===== config.mk =====
export PLATFORM = sky130hd
export DESIGN_NAME = uart_rx_block
export DESIGN_NICKNAME = d
export VERILOG_FILES = /design/src/rtl/uart_pkg.sv /design/src/rtl/uart_rx_char.sv /design/src/rtl/uart_rx_block.sv
export SDC_FILE = /design/constraint.sdc
export NUM_CORES = 1
export LEC_CHECK = 0
export BUFFER_PORTS_ARGS = -buffer_cell sky130_fd_sc_hd__buf_2
export CAP_MARGIN = 10
export CORE_MARGIN = 4
export CORE_UTILIZATION = 58
export DETAILED_ROUTE_END_ITERATION = 10
export PLACE_DENSITY = 0.84
export SLEW_MARGIN = 20
export SYNTH_ARGS = -nofsm -noshare
export SYNTH_HDL_FRONTEND = slang
export SYNTH_SLANG_ARGS = --single-unit

===== constraint.sdc =====
create_clock -name clk -period 5 [get_ports clk]
set_input_delay 0.25 -clock clk [delete_from_list [all_inputs] [get_ports clk]]
set_output_delay 0.25 -clock clk [all_outputs]
set_load 0.02 [all_outputs]

===== src/rtl/uart_pkg.sv =====
// Shared types and helpers for the UART block receiver.
// Character FSM states, fixed data width and the parity-bit function.
package uart_pkg;

    localparam int UART_DATA_BITS = 8;

    typedef enum logic [2:0] {
        IDLE   = 3'd0,
        START  = 3'd1,
        DATA   = 3'd2,
        PARITY = 3'd3,
        STOP   = 3'd4
    } rx_state_t;

    // Parity bit that makes data plus parity even (odd=0) or odd (odd=1).
    function automatic logic parity_bit(input logic [UART_DATA_BITS-1:0] d, input logic odd);
        return (^d) ^ odd;
    endfunction

endpackage


===== src/rtl/uart_rx_char.sv =====
// Single-character UART receiver: synchroniser, mid-bit timing and character FSM.
// Optional parity stage compiled in with UART_RX_PARITY_EN.
module uart_rx_char
    import uart_pkg::*;
#(
    parameter int CLKS_PER_BIT = 22,
    parameter int PARITY_ODD   = 0
) (
    input  logic                      clk,
    input  logic                      rst,
    input  logic                      data_in,
    output logic                      char_valid,
    output logic [UART_DATA_BITS-1:0] char_data,
    output logic                      char_err,
    output logic                      busy
);

    localparam int             CW        = $clog2(CLKS_PER_BIT);
    localparam logic [CW-1:0]  FULL_LOAD = CW'(CLKS_PER_BIT - 1);
    localparam logic [CW-1:0]  HALF_LOAD = CW'(CLKS_PER_BIT / 2 - 1);
    localparam logic [2:0]     LAST_BIT  = 3'(UART_DATA_BITS - 1);

    logic                      sync_reg, rxs_reg, rxs_prev_reg;
    rx_state_t                 state_reg, state_next;
    logic [CW-1:0]             cnt_reg, cnt_next;
    logic [2:0]                bit_reg, bit_next;
    logic [UART_DATA_BITS-1:0] data_reg, data_next;
    logic                      tick, par_ok;

`ifdef UART_RX_PARITY_EN
    logic par_reg, par_next;
    assign par_ok = (par_reg == parity_bit(data_reg, PARITY_ODD != 0));
`else
    // Parity sense has no meaning without the parity stage.
    logic unused_parity;
    assign unused_parity = (PARITY_ODD != 0);
    assign par_ok        = 1'b1;
`endif

    assign tick      = (cnt_reg == '0);
    assign char_data = data_reg;
    assign busy      = (state_reg != IDLE);

    always_ff @(posedge clk or posedge rst) begin
        if (rst) begin
            sync_reg     <= 1'b1;
            rxs_reg      <= 1'b1;
            rxs_prev_reg <= 1'b1;
            state_reg    <= IDLE;
            cnt_reg      <= '0;
            bit_reg      <= '0;
            data_reg     <= '0;
`ifdef UART_RX_PARITY_EN
            par_reg      <= 1'b0;
`endif
        end else begin
            sync_reg     <= data_in;
            rxs_reg      <= sync_reg;
            rxs_prev_reg <= rxs_reg;
            state_reg    <= state_next;
            cnt_reg      <= cnt_next;
            bit_reg      <= bit_next;
            data_reg     <= data_next;
`ifdef UART_RX_PARITY_EN
            par_reg      <= par_next;
`endif
        end
    end

    always_comb begin
        state_next = state_reg;
        cnt_next   = tick ? cnt_reg : cnt_reg - 1'b1;
        bit_next   = bit_reg;
        data_next  = data_reg;
        char_valid = 1'b0;
        char_err   = 1'b0;
`ifdef UART_RX_PARITY_EN
        par_next   = par_reg;
`endif
        unique case (state_reg)
            IDLE: begin
                // A falling edge only counts if the line was high the cycle before,
                // so a held-low line (break) never re-triggers.
                cnt_next = '0;
                if (rxs_prev_reg && !rxs_reg) begin
                    state_next = START;
                    cnt_next   = HALF_LOAD;
                end
            end
            START: begin
                if (tick) begin
                    state_next = rxs_reg ? IDLE : DATA;
                    cnt_next   = FULL_LOAD;
                    bit_next   = '0;
                end
            end
            DATA: begin
                if (tick) begin
                    data_next = {rxs_reg, data_reg[UART_DATA_BITS-1:1]};
                    cnt_next  = FULL_LOAD;
                    bit_next  = bit_reg + 1'b1;
                    if (bit_reg == LAST_BIT) begin
`ifdef UART_RX_PARITY_EN
                        state_next = PARITY;
`else
                        state_next = STOP;
`endif
                    end
                end
            end
`ifdef UART_RX_PARITY_EN
            PARITY: begin
                if (tick) begin
                    par_next   = rxs_reg;
                    cnt_next   = FULL_LOAD;
                    state_next = STOP;
                end
            end
`endif
            STOP: begin
                if (tick) begin
                    state_next = IDLE;
                    if (rxs_reg && par_ok) char_valid = 1'b1;
                    else                   char_err   = 1'b1;
                end
            end
            default: state_next = IDLE;
        endcase
    end

endmodule


===== src/rtl/uart_rx_block.sv =====
// UART receiver that packs BYTES_PER_BLOCK characters into one wide word with a
// valid/ready handshake and sticky overrun flag. Parity option: UART_RX_PARITY_EN.
module uart_rx_block
    import uart_pkg::*;
#(
    parameter int CLKS_PER_BIT    = 22,
    parameter int DATA_BITS       = 8,
    parameter int BYTES_PER_BLOCK = 8,
    parameter int PARITY_ODD      = 0
) (
    input  logic                                 clk,
    input  logic                                 rst,
    input  logic                                 data_in,
    output logic [DATA_BITS*BYTES_PER_BLOCK-1:0] data_out,
    output logic                                 block_valid,
    input  logic                                 block_ready,
    output logic                                 rx_busy,
    output logic                                 frame_err,
    output logic                                 overrun
);

    localparam int LANE_W  = DATA_BITS;
    localparam int BLOCK_W = DATA_BITS * BYTES_PER_BLOCK;
    localparam int CNT_W   = (BYTES_PER_BLOCK > 1) ? $clog2(BYTES_PER_BLOCK) : 1;

    logic                      char_valid, char_err, char_busy;
    logic [UART_DATA_BITS-1:0] char_data;
    logic [CNT_W-1:0]          byte_cnt_reg;
    logic [BLOCK_W-1:0]        asm_reg, merged, data_out_reg;
    logic                      block_valid_reg, overrun_reg;
    logic                      last_lane, block_done, block_load;

    uart_rx_char #(
        .CLKS_PER_BIT (CLKS_PER_BIT),
        .PARITY_ODD   (PARITY_ODD)
    ) u_char (
        .clk        (clk),
        .rst        (rst),
        .data_in    (data_in),
        .char_valid (char_valid),
        .char_data  (char_data),
        .char_err   (char_err),
        .busy       (char_busy)
    );

    // Assembly word with the incoming character dropped into the current lane.
    for (genvar gi = 0; gi < BYTES_PER_BLOCK; gi++) begin : g_lane
        assign merged[gi*LANE_W +: LANE_W] = (byte_cnt_reg == CNT_W'(gi))
                                           ? char_data
                                           : asm_reg[gi*LANE_W +: LANE_W];
    end

    assign last_lane  = (byte_cnt_reg == CNT_W'(BYTES_PER_BLOCK - 1));
    assign block_done = char_valid && last_lane;
    // Accepting the old block on the same edge frees the output for the new one.
    assign block_load = block_done && (!block_valid_reg || block_ready);

    always_ff @(posedge clk or posedge rst) begin
        if (rst) begin
            byte_cnt_reg    <= '0;
            asm_reg         <= '0;
            data_out_reg    <= '0;
            block_valid_reg <= 1'b0;
            overrun_reg     <= 1'b0;
        end else begin
            if (char_err) begin
                byte_cnt_reg <= '0;
            end else if (char_valid) begin
                asm_reg      <= merged;
                byte_cnt_reg <= last_lane ? '0 : byte_cnt_reg + 1'b1;
            end

            if (block_load) begin
                data_out_reg    <= merged;
                block_valid_reg <= 1'b1;
            end else if (block_valid_reg && block_ready) begin
                block_valid_reg <= 1'b0;
            end

            if (block_done && !block_load) overrun_reg <= 1'b1;
        end
    end

    assign data_out    = data_out_reg;
    assign block_valid = block_valid_reg;
    assign overrun     = overrun_reg;
    assign frame_err   = char_err;
    assign rx_busy     = char_busy || (byte_cnt_reg != '0);

endmodule

* Word-level counts from Yosys, hierarchy flattened
Cells that the tools add are included.
** Word-level totals
- Output and inout bits :: 68
- Bits in registers :: 155
- Input bits :: 4
** Cells by class
- Multiplexer cells :: 32
- Bitwise logic cells :: 1
- Reduce and logical (&&, ||, !) cells :: 23
- $add $sub $neg :: 3
- Equality and inequality tests :: 16
** Operators with widths (count)
- 8-bit two-way mux :: 8
- 3-bit two-way mux :: 9
- 3-bit == test, second input constant :: 6
- 3-bit one-hot mux with 4 select lines :: 1
- 5-bit two-way mux :: 2
- 2-bit by 1-bit inequality test with 1-bit output, second input constant :: 5
- 5-bit one-hot mux with 2 select lines :: 1
- 3-bit by 2-bit == test with 1-bit output, second input constant :: 3
- 1-bit two-way mux :: 8
- 3-bit by 1-bit adder with 3-bit output, second input constant :: 2
- 3-bit by 1-bit == test with 1-bit output, second input constant :: 2
- 3-bit zero test :: 2
- 3-bit one-hot mux with 2 select lines :: 1
- 2-bit nonzero test :: 3
- 3-bit nonzero test :: 2
- 1-bit logical AND :: 5
- 5-bit zero test :: 1
- 5-bit AND reduction :: 1
- 5-bit by 1-bit subtractor with 5-bit output, second input constant :: 1
- 4-bit two-way mux :: 1
- 2-bit AND reduction :: 2
- 1-bit zero test :: 3
- 3-bit AND reduction :: 1
- 1-bit logical OR :: 2
- 3 further kinds :: 3

* Depth between registers and ports, before layout
- Depth after elaboration :: 7
- Depth in mapped cells :: 8
- Gate-level depth less buffers :: 8

* Cells and area by module
Synthesis repeated with hierarchy kept, for this count alone.
** Second synthesis, totals
- Cell total of the unflattened synthesis :: 524
- Area total of the unflattened synthesis :: 6597.6 um^2
** Modules (own cells, without submodules)
- uart_rx_block :: times used 1, area each 5534.1 um^2, cells each 432
- uart_rx_char :: times used 1, area each 1063.5 um^2, cells each 92

* Worst setup path after synthesis
No wires, ideal clock.
- Path kind :: flip-flop to output port
- From :: register u_char.cnt_reg[0]
- To :: output frame_err
- Stages on the path, launching flop included :: 8
- Slack :: 2.709 ns
- Arrival time :: 2.041 ns
- Path through :: dfrtp_1 inv_1 ha_1 nor4b_4 inv_2 or4b_1 clkbuf_1 nor2_1
** Between the ends
- Word-level cells in the longest chain between the ends :: 3
** Ends and longest elaborated chain
- from (decl) :: RTL line uart_rx_char.sv:25 : logic [CW-1:0] cnt_reg, cnt_next;
- from (signal assigned) :: RTL line uart_rx_char.sv:61 : cnt_reg <= cnt_next;
- 5-bit zero test :: RTL line uart_rx_char.sv:40 : assign tick = (cnt_reg == '0);
- 1-bit two-way mux :: RTL line uart_rx_char.sv:121 : if (tick) begin
- 1-bit two-way mux :: RTL line uart_rx_char.sv:80 : unique case (state_reg)
- to (decl) :: RTL line uart_rx_block.sv:18 : output logic frame_err,
No other way between the ends.

* Final worst setup path
Ends and elaborated chain as after synthesis.

==> results.ini <==
[synth]
netlist_instances = 450
netlist-cell-type-count = 35
yosysWarningCount = 0
syn_area_per_cell_um2 = 14.4
synth_top_cell_area_share_pct = 55.4
synth_top_area_cell = dfrtp_1
synth_edf_count = 0
synth-main-ff-cell = dfrtp_1
synth_fa_ha_area_share_pct = 1.93
syn_nets = 464
synth_xor_area_share_pct = 0.270
yosysSeqAreaShare_pct = 56.7
syn_area_um2 = 6500
synth_top_family_by_area = multiplexers
synthMuxAreaShare_pct = 32.3
synth_compound_area_share_pct = 1.73
synthSimpleGateAreaFrac_pct = 5.01
ys_top_cells_by_area = dfrtp_1, mux2_2, ha_1
async_reset_ff_share_pct = 100
ys_seq_elements = 147

[cells_and_area]
finish.utilization_pct = 69.6
syn2layout_area_growth_pct = 16.6
drive_gt1_share_pct = 55.5
largest_reg_flops = 64
layout_common_cells = mux2_2, dfrtp_1, buf_2
final_common_cell = mux2_2
final_nets = 534
n_antenna_cell = 0

[cts]
cts_setup_buffers = 0
h-tree-depth = 4
cts_max_path_buffers = 2
numCtsBuffers = 17
cts_tree = done
cts_root_buffer = clkbuf_8
worstSkewPairLatency_ps = 530
cts.sinks = 147
clkSlewWorstSetupHoldPaths_ps = 60

[drt]
first_pass_iters = 4
wl_per_cell_um = 19.4
vias = 3885
drt_wl_total_mm = 13.1
drc = 0
drtAntennaViolNets = 0
drtIter0Drc = 152
vias_per_cell = 5.77

[placed_design]
routabilityCongestion = 0.834
io_buffers = 71
hpwl_mm = 8.37
dp_slack_ps = 2010

[sta]
fmax_mhz = 279
finalClockSkew_ps = 11.1
grt_setup_unrepaired = false
report.final.slew_viol_count = 0
finalSetupTns_ps = 0
tightest_slew_ps = 981
period_share_pct = 71.6
period_needed_ps = 3580
hold_viol_final = 0
slew-limit-headroom_pct = 34.3
setup_violations = 0
setup_slack_ps = 1420

[critical_path]
worstPathArrival_ps = 3330
endpoint_kind = output port
r2r_cells = 6
startpoint_type = flip-flop
path_class = reg2out
worstPathMaxFanout = 16
required_ps = 4750
r2r-start = u_char.cnt_reg[0]
timing.rr.end = u_char.char_data[2]
r2r_slack_ps = 2110

[floorplan]
die_y_um = 114
die_w_um = 114
io_pins = 72
core_um2 = 10900
dieArea_um2 = 13000
start_util_pct = 59.7
rows = 38

[pwr]
peakVddDrop_mv = 0.217
p_leak_nw = 4.06
powerDensity_nw_per_um2 = 391

[worst_hold_path]
min_path_type = in2reg
min_to = block_valid
hold_depth = 3
min-delay-start = block_ready

[grt]
antenna_found_initial = 0
grt_pass1_wl_mm = 22.4
gr-usage-all-layers_pct = 22.2
grt_overflow = 0
grt_start_max_net_pins = 101
first_global_vias = 4359

[run_status]
status = finished, final reports clean

[run]
cap_violations = 0

-- report_power, final --
part | switching, W | total [W] | internal (W) | leakage [nW]
Clock | 0.000464 | 0.00127 | 0.000803 | 0.292
Combinational | 0.000202 | 0.000350 | 0.000148 | 1.75
Sequential | 0.000106 | 0.00134 | 0.00124 | 2.02
-- layer usage --
metal  vias to the layer above  track usage (%)  wire length, µm
li1                       1753                -                -
met1                      2009             28.3             5550
met2                       101             37.0             6690
met3                        22             5.52              604
met4                         0             8.16              231
met5                         -                0                0
-- what timing repair did --
item	in CTS	in global routing
hold endpoints to repair	100	0
hold buffers	2	0
gates resized for setup	0	0
-- worst max-delay path: stages, from the launching register on --
cell and delay, ps:
dfrtp_1 400, inv_1 70, ha_1 210, nor4b_4 820, inv_2 220, or4b_1 680, nor2_1 200, buf_2 200
-- cells in the mapped netlist (all sizes together) (4+ instances only) --
library cell and count:
mux2 184, dfrtp 144, clkbuf 21, ha 10, inv 9, nand2 7
nand2b 7, nor3 7, nand3 6, nand4 6, a21oi 5, buf 5
nor2 5, nor3b 4
-- metrics by stage --
stage          hold slack (ps)  power, W  instance area [µm²]  instances
6_report                  61.3   0.00296                 7580        673
5_1_grt                   62.4   0.00309                 7580        673
4_1_cts                   44.2   0.00298                 7580        673
3_5_place_dp               356   0.00170                 6970        639
3_3_place_gp               357   0.00167                 6960        638
2_1_floorplan              254   0.00160                 6500        450
-- cell families (layout without fill, tap and decap cells) --
kind of cell / count (synthesis) / after routing
buffers and inverters: 35 / 118
and+or+nand+nor: 53 / 53
adders and majority gates: 10 / 10
xor gates and xnor gates: 2 / 2
AOI/OAI and AO/OA: 16 / 16
muxes: 187 / 187
DFF: 147 / 147
-- worst max-delay path by stage --
| stage | from | depth (start not counted) | end | slack (ps) |
|---|---|---|---|---|
| after floorplan | rst | 1 | asm_reg[0] | 800 |
| after global placement | u_char.state_reg[2] | 3 | asm_reg[4] | 1960 |
| after detailed placement | u_char.cnt_reg[1] | 7 | frame_err | 2010 |
| after CTS | u_char.cnt_reg[0] | 7 | frame_err | 1400 |
| after global routing | u_char.cnt_reg[1] | 7 | frame_err | 1270 |
| final | u_char.cnt_reg[0] | 7 | frame_err | 1420 |
-- cell type report --
class	instances	area, µm²
Clock buffer	20	425
Clock inverter	12	163
Fill cell	705	3310
Inverter	9	38.8
Multi-Input combinational cell	268	2690
Sequential cell	147	3680
Tap cell	140	175
Timing Repair Buffer	77	403
No activity file was read; power rests on OpenSTA's default activity.
